==> config.mk <==
export PLATFORM = sky130hd
export DESIGN_NAME = mem_stage_sram_ctrl_flat
export DESIGN_NICKNAME = d
export VERILOG_FILES = /design/src/rtl/mem_stage_sram_ctrl_pkg.sv /design/src/rtl/mem_stage_sram_ctrl_if.sv /design/src/rtl/mem_stage_sram_ctrl_wait_counter.sv /design/src/rtl/mem_stage_sram_ctrl.sv /design/src/flat_wrapper.sv
export SDC_FILE = /design/constraint.sdc
export NUM_CORES = 1
export LEC_CHECK = 0
export BUFFER_PORTS_ARGS = -buffer_cell sky130_fd_sc_hd__buf_2
export CAP_MARGIN = 20
export CORE_MARGIN = 2
export CORE_UTILIZATION = 40
export CTS_CLUSTER_SIZE = 10
export DETAILED_ROUTE_END_ITERATION = 10
export PLACE_DENSITY = 0.8
export SKIP_LAST_GASP = 1
export SYNTH_ARGS = -nofsm -noshare
export SYNTH_HDL_FRONTEND = slang
export SYNTH_SLANG_ARGS = --single-unit
==> constraint.sdc <==
create_clock -name clk -period 2.4 [get_ports clk]
set_input_delay 0.24 -clock clk [delete_from_list [all_inputs] [get_ports clk]]
set_output_delay 0.24 -clock clk [all_outputs]
set_load 0.03 [all_outputs]
==> src/rtl/mem_stage_sram_ctrl_pkg.sv <==
// Shared types and constants for the memory-stage SRAM access controller.
package arm_mem_pkg;

  typedef enum logic [1:0] {
    IDLE,
    LOW,
    HIGH,
    DONE
  } mem_state_e;

  localparam int unsigned SRAM_DATA_W       = 16;
  localparam int unsigned DATA_BASE_DEFAULT = 1024;
  localparam int unsigned CNT_W             = 4;

endpackage

==> src/rtl/mem_stage_sram_ctrl_if.sv <==
// External asynchronous SRAM bus: the controller drives it, the SRAM answers on DQ_IN.
interface mem_stage_sram_ctrl_if
  import arm_mem_pkg::*;
#(
  parameter int unsigned SRAM_ADDR_W = 18
);

  logic [SRAM_ADDR_W-1:0] SRAM_ADDR;
  logic [SRAM_DATA_W-1:0] SRAM_DQ_OUT;
  logic                   SRAM_DQ_OE;
  logic [SRAM_DATA_W-1:0] SRAM_DQ_IN;
  logic                   SRAM_WE_N;

  modport master (
    output SRAM_ADDR,
    output SRAM_DQ_OUT,
    output SRAM_DQ_OE,
    output SRAM_WE_N,
    input  SRAM_DQ_IN
  );

  modport slave (
    input  SRAM_ADDR,
    input  SRAM_DQ_OUT,
    input  SRAM_DQ_OE,
    input  SRAM_WE_N,
    output SRAM_DQ_IN
  );

endinterface

==> src/rtl/mem_stage_sram_ctrl_wait_counter.sv <==
// Per-half-access wait counter; tc flags the last of WAIT_CYCLES held cycles.
module mem_wait_counter
  import arm_mem_pkg::*;
#(
  parameter int unsigned WAIT_CYCLES = 4
) (
  input  logic clk,
  input  logic rst,
  input  logic clr,
  input  logic en,
  output logic tc
);

  logic [CNT_W-1:0] cnt;

  always_ff @(posedge clk or negedge rst) begin
    if (!rst) begin
      cnt <= '0;
    end else if (clr) begin
      cnt <= '0;
    end else if (en) begin
      cnt <= cnt + CNT_W'(1);
    end
  end

  assign tc = (cnt == CNT_W'(WAIT_CYCLES - 1));

endmodule

==> src/rtl/mem_stage_sram_ctrl.sv <==
// Memory-stage controller: each 32-bit load/store becomes two 16-bit SRAM
// half-accesses (low half first), stalling the pipeline via ready until DONE.
module mem_stage_sram_ctrl
  import arm_mem_pkg::*;
#(
  parameter int unsigned WAIT_CYCLES = 4,
  parameter int unsigned SRAM_ADDR_W = 18,
  parameter logic [31:0] DATA_BASE   = DATA_BASE_DEFAULT
) (
  input  logic                         clk,
  input  logic                         rst,
  input  logic                         MEM_R_EN,
  input  logic                         MEM_W_EN,
  input  logic [31:0]                  ALU_result,
  input  logic [31:0]                  ST_val,
  output logic                         ready,
  output logic [31:0]                  MEM_result,
  mem_stage_sram_ctrl_if.master        sram
);

  mem_state_e  state, state_nxt;
  logic        req;
  logic        is_load;
  logic        active;
  logic        tc;
  logic        half;
  logic [31:0] offset;
  logic        offset_unused;

  assign req     = MEM_R_EN | MEM_W_EN;
  assign is_load = MEM_R_EN & ~MEM_W_EN;
  assign active  = (state == LOW) || (state == HIGH);
  assign offset  = ALU_result - DATA_BASE;
  // Byte offset bits and bits beyond the SRAM word range play no part in the address.
  assign offset_unused = ^{offset[31:SRAM_ADDR_W+1], offset[1:0]};

  mem_wait_counter #(
    .WAIT_CYCLES (WAIT_CYCLES)
  ) u_wait_counter (
    .clk (clk),
    .rst (rst),
    .clr (~active | tc),
    .en  (active),
    .tc  (tc)
  );

  always_ff @(posedge clk or negedge rst) begin
    if (!rst) begin
      state <= IDLE;
    end else begin
      state <= state_nxt;
    end
  end

  always_comb begin
    state_nxt = state;
    case (state)
      IDLE:    if (req) state_nxt = LOW;
      LOW:     if (tc)  state_nxt = HIGH;
      HIGH:    if (tc)  state_nxt = DONE;
      DONE:    state_nxt = IDLE;
      default: state_nxt = IDLE;
    endcase
  end

  assign ready = ~req | (state == DONE);

  // WE_N is released on the final count so its rising edge sees stable address/data.
  always_comb begin
    half             = (state == HIGH);
    sram.SRAM_ADDR   = '0;
    sram.SRAM_DQ_OUT = '0;
    sram.SRAM_DQ_OE  = 1'b0;
    sram.SRAM_WE_N   = 1'b1;
    if (active) begin
      sram.SRAM_ADDR = {offset[SRAM_ADDR_W:2], half};
      if (MEM_W_EN) begin
        sram.SRAM_DQ_OE  = 1'b1;
        sram.SRAM_WE_N   = tc;
        sram.SRAM_DQ_OUT = half ? ST_val[31:16] : ST_val[15:0];
      end
    end
  end

  always_ff @(posedge clk or negedge rst) begin
    if (!rst) begin
      MEM_result <= '0;
    end else if (is_load && tc) begin
      if (state == LOW) begin
        MEM_result[15:0] <= sram.SRAM_DQ_IN;
      end else if (state == HIGH) begin
        MEM_result[31:16] <= sram.SRAM_DQ_IN;
      end
    end
  end

endmodule

==> src/flat_wrapper.sv <==
// flat-port wrapper written by rule: the top's interface ports become plain ports
module mem_stage_sram_ctrl_flat import arm_mem_pkg::*;
#(
  parameter int unsigned WAIT_CYCLES = 4,
  parameter int unsigned SRAM_ADDR_W = 18,
  parameter logic [31:0] DATA_BASE   = DATA_BASE_DEFAULT
)
  (clk, rst, MEM_R_EN, MEM_W_EN, ALU_result, ST_val, ready, MEM_result, sram_SRAM_ADDR, sram_SRAM_DQ_OUT, sram_SRAM_DQ_OE, sram_SRAM_WE_N, sram_SRAM_DQ_IN);
  mem_stage_sram_ctrl_if #(.SRAM_ADDR_W(SRAM_ADDR_W)) sram_i ();
  input  logic clk;
  input  logic rst;
  input  logic MEM_R_EN;
  input  logic MEM_W_EN;
  input  logic [31:0] ALU_result;
  input  logic [31:0] ST_val;
  output logic ready;
  output logic [31:0] MEM_result;
  output wire logic [$bits(sram_i.SRAM_ADDR)-1:0] sram_SRAM_ADDR;
  output wire logic [$bits(sram_i.SRAM_DQ_OUT)-1:0] sram_SRAM_DQ_OUT;
  output wire logic [$bits(sram_i.SRAM_DQ_OE)-1:0] sram_SRAM_DQ_OE;
  output wire logic [$bits(sram_i.SRAM_WE_N)-1:0] sram_SRAM_WE_N;
  input wire logic [$bits(sram_i.SRAM_DQ_IN)-1:0] sram_SRAM_DQ_IN;
  assign sram_SRAM_ADDR = sram_i.SRAM_ADDR;
  assign sram_SRAM_DQ_OUT = sram_i.SRAM_DQ_OUT;
  assign sram_SRAM_DQ_OE = sram_i.SRAM_DQ_OE;
  assign sram_SRAM_WE_N = sram_i.SRAM_WE_N;
  assign sram_i.SRAM_DQ_IN = sram_SRAM_DQ_IN;
  mem_stage_sram_ctrl #(.WAIT_CYCLES(WAIT_CYCLES), .SRAM_ADDR_W(SRAM_ADDR_W), .DATA_BASE(DATA_BASE)) u_core (.clk(clk), .rst(rst), .MEM_R_EN(MEM_R_EN), .MEM_W_EN(MEM_W_EN), .ALU_result(ALU_result), .ST_val(ST_val), .ready(ready), .MEM_result(MEM_result), .sram(sram_i));
endmodule
==> impl_metrics.json, run 1 <==
{
  "fmax_mhz": 490,
  "seq_area_um2": 951,
  "io_pins": 153,
  "synth_nets": 266,
  "synth_top_area_share_pct": 46.7,
  "grt_max_degree": 39,
  "yosysUniqueCellTypes": 34,
  "die_area_um2": 5670,
  "start_util_pct": 42.2,
  "ctsHoldBuffers": 0,
  "synth_top_flop_cell": "dfrtp_1",
  "clock_sinks": 38,
  "final_cells": 382,
  "grt-ovfl-total": 0,
  "ir_drop_mv": 0.884,
  "cp_slowest_stage_delay_ns": 0.39,
  "crit_fanout": 17,
  "grt_pass1_vias": 1527,
  "rsz0062_at_grt": "no",
  "place_inst": 375,
  "p_per_area_nw_per_um2": 1330,
  "clk_latency_ns": 0.28,
  "ys_ff_latch": 38,
  "drive_gt1_share_pct": 58.7,
  "status": "completed",
  "drc": 0,
  "async_flop_share_pct": 100,
  "synthCells": 176,
  "io_buffer_count": 137,
  "cp-end-kind": "output pin",
  "hold_viol": 0,
  "finClkSkew_ns": 0.00261,
  "first_pass_iters": 3,
  "die_w_um": 75.3,
  "critical-path-slowest-cell": "dfrtp_1",
  "nets": 405,
  "fin_total_pwr_mw": 3.82,
  "antenna_found_initial": 0,
  "wire_per_inst_um": 11.8,
  "die-height_um": 75.3,
  "ctsHtreeMaxLevel": 2,
  "postRouteAntennaNets": 0,
  "grt_usage_pct": 15.0,
  "worstPathArrival_ns": 1.80,
  "slew_headroom_pct": 46.9,
  "num_vias": 1804,
  "clock_path_buffers": 2,
  "required_ns": 2.16,
  "layout-area-overhead-vs-synth_pct": 40.8,
  "place_congestion": 0.785,
  "synthesis.area_um2": 2030,
  "nFillCells": 429,
  "n_antenna_cell": 0,
  "multiInputGateArea_um2": 1020,
  "r2r_slack_ns": 0.38,
  "cts-root-buf": "clkbuf_8",
  "hpwl_um": 3560,
  "hold_class": "input port to asynchronous set/reset pin",
  "tightest_slew_ns": 0.797,
  "syn_area_per_cell_um2": 11.6,
  "cp_top_family": "simple AND/OR/NAND/NOR gates",
  "path_clk_slew_ns": 0.07,
  "min_period_ns": 2.04,
  "ctsResizeCount": 0,
  "drt-total-wl_um": 4500,
  "cts_made_buffers": 5,
  "synthTopCellsByArea": "dfrtp_1 (47%), mux2_2 (18%), mux2i_1 (8.4%), nor2_1 (3.9%), ha_1 (3.7%)",
  "drt_iter0_drc": 37,
  "crit_path_cell_trace": "inv_1 -> ha_1 -> nand2_1 -> nor2_1 -> buf_2",
  "cp-start-kind": "register",
  "crit_buf_inv": 2,
  "postCtsSetupRepairBufs": 0,
  "synth_edf_count": 0,
  "maxCapViolCount": 0,
  "period_share_pct": 85.0,
  "ys_warn_count": 0,
  "path_class": "register to output pin",
  "cts_tree": "built",
  "yosysTopAreaCell": "dfrtp_1",
  "place_ws_ns": 0.355,
  "via_per_inst": 4.72,
  "finalSetupViolations": 0,
  "layout_setup_ws_ns": 0.361,
  "grt_pass1_wl_um": 6580,
  "leakage_nw": 1.63,
  "coreArea_um2": 4820,
  "slew_viol_final": 0,
  "ys_seq_area_share_pct": 46.7,
  "setup_tns_ns": 0,
  "rows": 25
}
placed cells by master (no fill, tap or decap), drive strengths merged:
cell / n
or2: 1
nand2b: 3
a21boi: 5
mux2i: 17
buf: 140
nand3: 2
nor3b: 1
or4b: 1
inv: 5
and4b: 1
a21oi: 1
or3: 2
o21ai: 2
and2: 10
nor4bb: 1
nor2: 21
nor2b: 2
clkbuf: 5
xnor2: 3
or4: 3
a211oi: 1
mux2: 33
dfrtp: 38
nand2: 4
or3b: 1
clkinv: 2
o31ai: 2
o2bb2ai: 1
and3: 1
ha: 6
cell usage after synthesis (2+ instances only):
master	instances
dfrtp_1	38
mux2_2	33
nor2_1	21
mux2i_1	17
and2_1	10
ha_1	6
inv_1	5
a21boi_0	4
nand2_1	4
buf_2	3
nand2b_1	3
xnor2_1	3
buf_4	2
clkbuf_1	2
nand3_1	2
nor2b_1	2
o21ai_0	2
o31ai_1	2
or4_1	2
power breakdown:
part / switching [mW] / internal, mW
Clock: 0.202 / 0.195
Combinational: 1.61 / 0.826
Sequential: 0.115 / 0.871
worst paths after layout:
check / depth (start not counted) / endpoint / from
min reg2reg: 1 / u_core.u_wait_counter.cnt[0] / u_core.u_wait_counter.cnt[0]
min in group clk: 2 / u_core.MEM_result[6] / sram_SRAM_DQ_IN[6]
min: 1 / u_core.MEM_result[29] / rst
max: 5 / sram_SRAM_DQ_OUT[13] / u_core.state[0]
max in group asynchronous: 1 / u_core.u_wait_counter.cnt[3] / rst
max reg2reg: 4 / u_core.MEM_result[29] / u_core.u_wait_counter.cnt[0]
flip-flops by register name, summed over array words and instances, names as in the netlist:
register	cells
u_core.state	2
u_core.MEM_result	32
u_core.u_wait_counter.cnt	4
per-stage QoR:
stage	utilization (%)	instance area (um^2)	hold WS, ns
global placement	57.8	2790	0.372
finish	59.5	2860	0.0400
global route	59.5	2860	0.105
floorplan	-	2030	-0.0556
CTS	59.5	2860	0.0652
detailed placement	57.8	2790	0.375
cell type report:
cell class              instances  share of cell area (%)
repair buffers                140                    24.7
clock buffers                   5                    2.40
inverters                       5                   0.655
flip-flops and latches         38                    33.2
multi-input cells             125                    35.7
well taps                      67                    2.93
clock inverters                 2                   0.349
per-layer routing:
layer,track usage (%),vias up,wire length (um)
met5,0,-,0
met4,5.26,0,55
met3,5.03,6,476
met2,26.4,96,2150
met1,17.1,813,1810
li1,-,889,-
logic make-up (layout without fill, tap and decap cells):
| logic type | Yosys count | after routing | synth area share [%] |
|---|---|---|---|
| AND/OR/NAND/NOR | 54 | 54 | 14.6 |
| flip-flops | 38 | 38 | 46.7 |
| buffers and inverters | 13 | 152 | 2.95 |
| AO/OA/AOI/OAI | 12 | 12 | 4.12 |
| adder cells (fa/ha/maj) | 6 | 6 | 3.69 |
| XOR/XNOR | 3 | 3 | 1.29 |
| multiplexers | 50 | 50 | 26.6 |
(Power assumes the default switching activity.)
==> inputs of run 2 (changes only) <==
- CORE_UTILIZATION: 40 -> 36
- PLACE_DENSITY: 0.8 -> 0.76
- clock period: 2.4 -> 1.8 ns (I/O delays scaled with it)
==> impl_metrics.json, run 2 (same netlist as run 1, synthesis figures left out) <==
{
  "status": "completed",
  "path_clk_slew_ns": 0.07,
  "via_per_inst": 4.73,
  "crit_fanout": 3,
  "antenna_found_initial": 0,
  "cp-start-kind": "input port",
  "crit_buf_inv": 2,
  "rr_endpoint": "u_core.MEM_result[18]",
  "place_congestion": 0.821,
  "min_period_ns": 1.77,
  "fmax_mhz": 564,
  "cts_tree": "built",
  "slew_headroom_pct": 68.7,
  "r2r_slack_ns": 0.06,
  "drive_gt1_share_pct": 63.4,
  "rows": 27,
  "hold_class": "input port to register",
  "min_to": "u_core.MEM_result[21]",
  "io_buffer_count": 137,
  "drt-total-wl_um": 4910,
  "finalSetupViolations": 0,
  "largest_register": "u_core.MEM_result",
  "period_share_pct": 98.5,
  "critical-path-slowest-cell": "or4_4",
  "layout_setup_ws_ns": 0.0267,
  "worstPathArrival_ns": 1.59,
  "clk_latency_ns": 0.28,
  "largest_reg_flops": 32,
  "rsz0062_at_grt": "yes",
  "die_w_um": 79.2,
  "clock_sinks": 38,
  "crit_path_cell_trace": "buf_2 -> or4_4 -> or4_4 -> a21boi_2 -> buf_6",
  "postRouteAntennaNets": 0,
  "slew_viol_final": 0,
  "path_class": "input port to output pin",
  "worstReg2RegStart": "u_core.state[0]",
  "cp_slowest_stage_delay_ns": 0.53,
  "ctsHtreeMaxLevel": 2,
  "whs_ns": 0.144,
  "grt_pass1_wl_um": 7710,
  "layout-area-overhead-vs-synth_pct": 57.3,
  "io_pins": 153,
  "grt-ovfl-total": 0,
  "maxCapViolCount": 0,
  "grt_pass1_vias": 1773,
  "drc": 0,
  "holdPathStages": 2,
  "nFillCells": 479,
  "hold_viol": 0,
  "start_util_pct": 37.2,
  "cts-root-buf": "clkbuf_8",
  "n_antenna_cell": 0,
  "cpMostUsedCell": "or4_4",
  "final_cell_mix": "buf_2 (122), dfrtp_1 (38), mux2_2 (33)",
  "fin_total_pwr_mw": 5.89,
  "cts_made_buffers": 5,
  "num_vias": 1907,
  "grt_usage_pct": 15.2,
  "coreArea_um2": 5470,
  "finClkSkew_ns": 0.00396,
  "die_area_um2": 6270,
  "crit_cells": 5,
  "nets": 420,
  "p_per_area_nw_per_um2": 1840,
  "cp-end-kind": "output pin",
  "drt_iter0_drc": 13,
  "reg.largest.list": "u_core.MEM_result x32, u_core.u_wait_counter.cnt x4, u_core.state x2",
  "required_ns": 1.62,
  "ff2ff_path_depth": 6,
  "leakage_nw": 1.76,
  "first_pass_iters": 4,
  "min_from": "sram_SRAM_DQ_IN[5]",
  "hpwl_um": 3960,
  "ir_drop_mv": 1.04,
  "mostFrequentLayoutCell": "buf_2",
  "grt_max_degree": 39,
  "tightest_slew_ns": 0.470,
  "die-height_um": 79.2,
  "wire_per_inst_um": 12.2,
  "cp_top_family": "simple AND/OR/NAND/NOR gates",
  "place_ws_ns": -0.0819,
  "clock_path_buffers": 2
}
==> run 2: how the worst max path moves through the flow <==
stage | from | endpoint | slack, ns
2_1_floorplan | u_core.state[1] | sram_SRAM_ADDR[11] | -0.16
3_3_place_gp | ALU_result[10] | sram_SRAM_ADDR[15] | -0.06
3_5_place_dp | ALU_result[10] | sram_SRAM_ADDR[15] | -0.08
4_1_cts | u_core.state[0] | sram_SRAM_DQ_OUT[5] | 0.003
5_1_grt | u_core.state[0] | sram_SRAM_DQ_OUT[13] | -0.02
6_report | ALU_result[15] | sram_SRAM_ADDR[17] | 0.03
==> run 2: what timing repair did <==
action	CTS	global route
pin swaps	2	2
hold buffers	1	0
endpoints found under the hold margin	38	0
buffers inserted	1	3
endpoints found under the setup margin	24	34
resized for setup	18	9
==> run 2: metrics by stage <==
step	cells	instance area, um^2	setup TNS [ns]	util, %
after global placement	390	2940	-0.0779	53.7
after global routing	403	3200	-0.0301	58.5
after CTS	400	3160	0	57.7
final	403	3200	0	58.5
after detailed placement	390	2940	-0.122	53.7
after floorplan	176	2070	-0.468	-
==> run 2: layer usage <==
metal	up-vias	global-route usage [%]	wire (um)
met5	-	0	0
met4	0	3.62	39
met3	6	3.52	424
met2	101	29.6	2520
met1	876	16.5	1930
li1	924	-	-
==> run 2: power by group <==
group / switching (mW) / leakage [nW] / internal (mW)
Clock: 0.278 / 0.0714 / 0.591
Combinational: 2.25 / 1.19 / 1.45
Sequential: 0.155 / 0.502 / 1.16
==> run 2: final cells by class <==
type	instances	area [um^2]	share of cell area, %
clock buffer	6	82.6	2.58
sequential	38	951	29.7
tap	72	90.1	2.81
clock inverter	2	60.1	1.88
inverter	5	18.8	0.586
multi-input combinational	125	1080	33.7
timing repair buffer	155	918	28.7
==> run 2: worst reg2reg max path, stage by stage (launching register included) <==
cell and delay [ns]:
dfrtp_1 0.40, buf_4 0.15, ha_1 0.23, nor4bb_1 0.27
nand2_1 0.13, buf_12 0.17, mux2_2 0.28
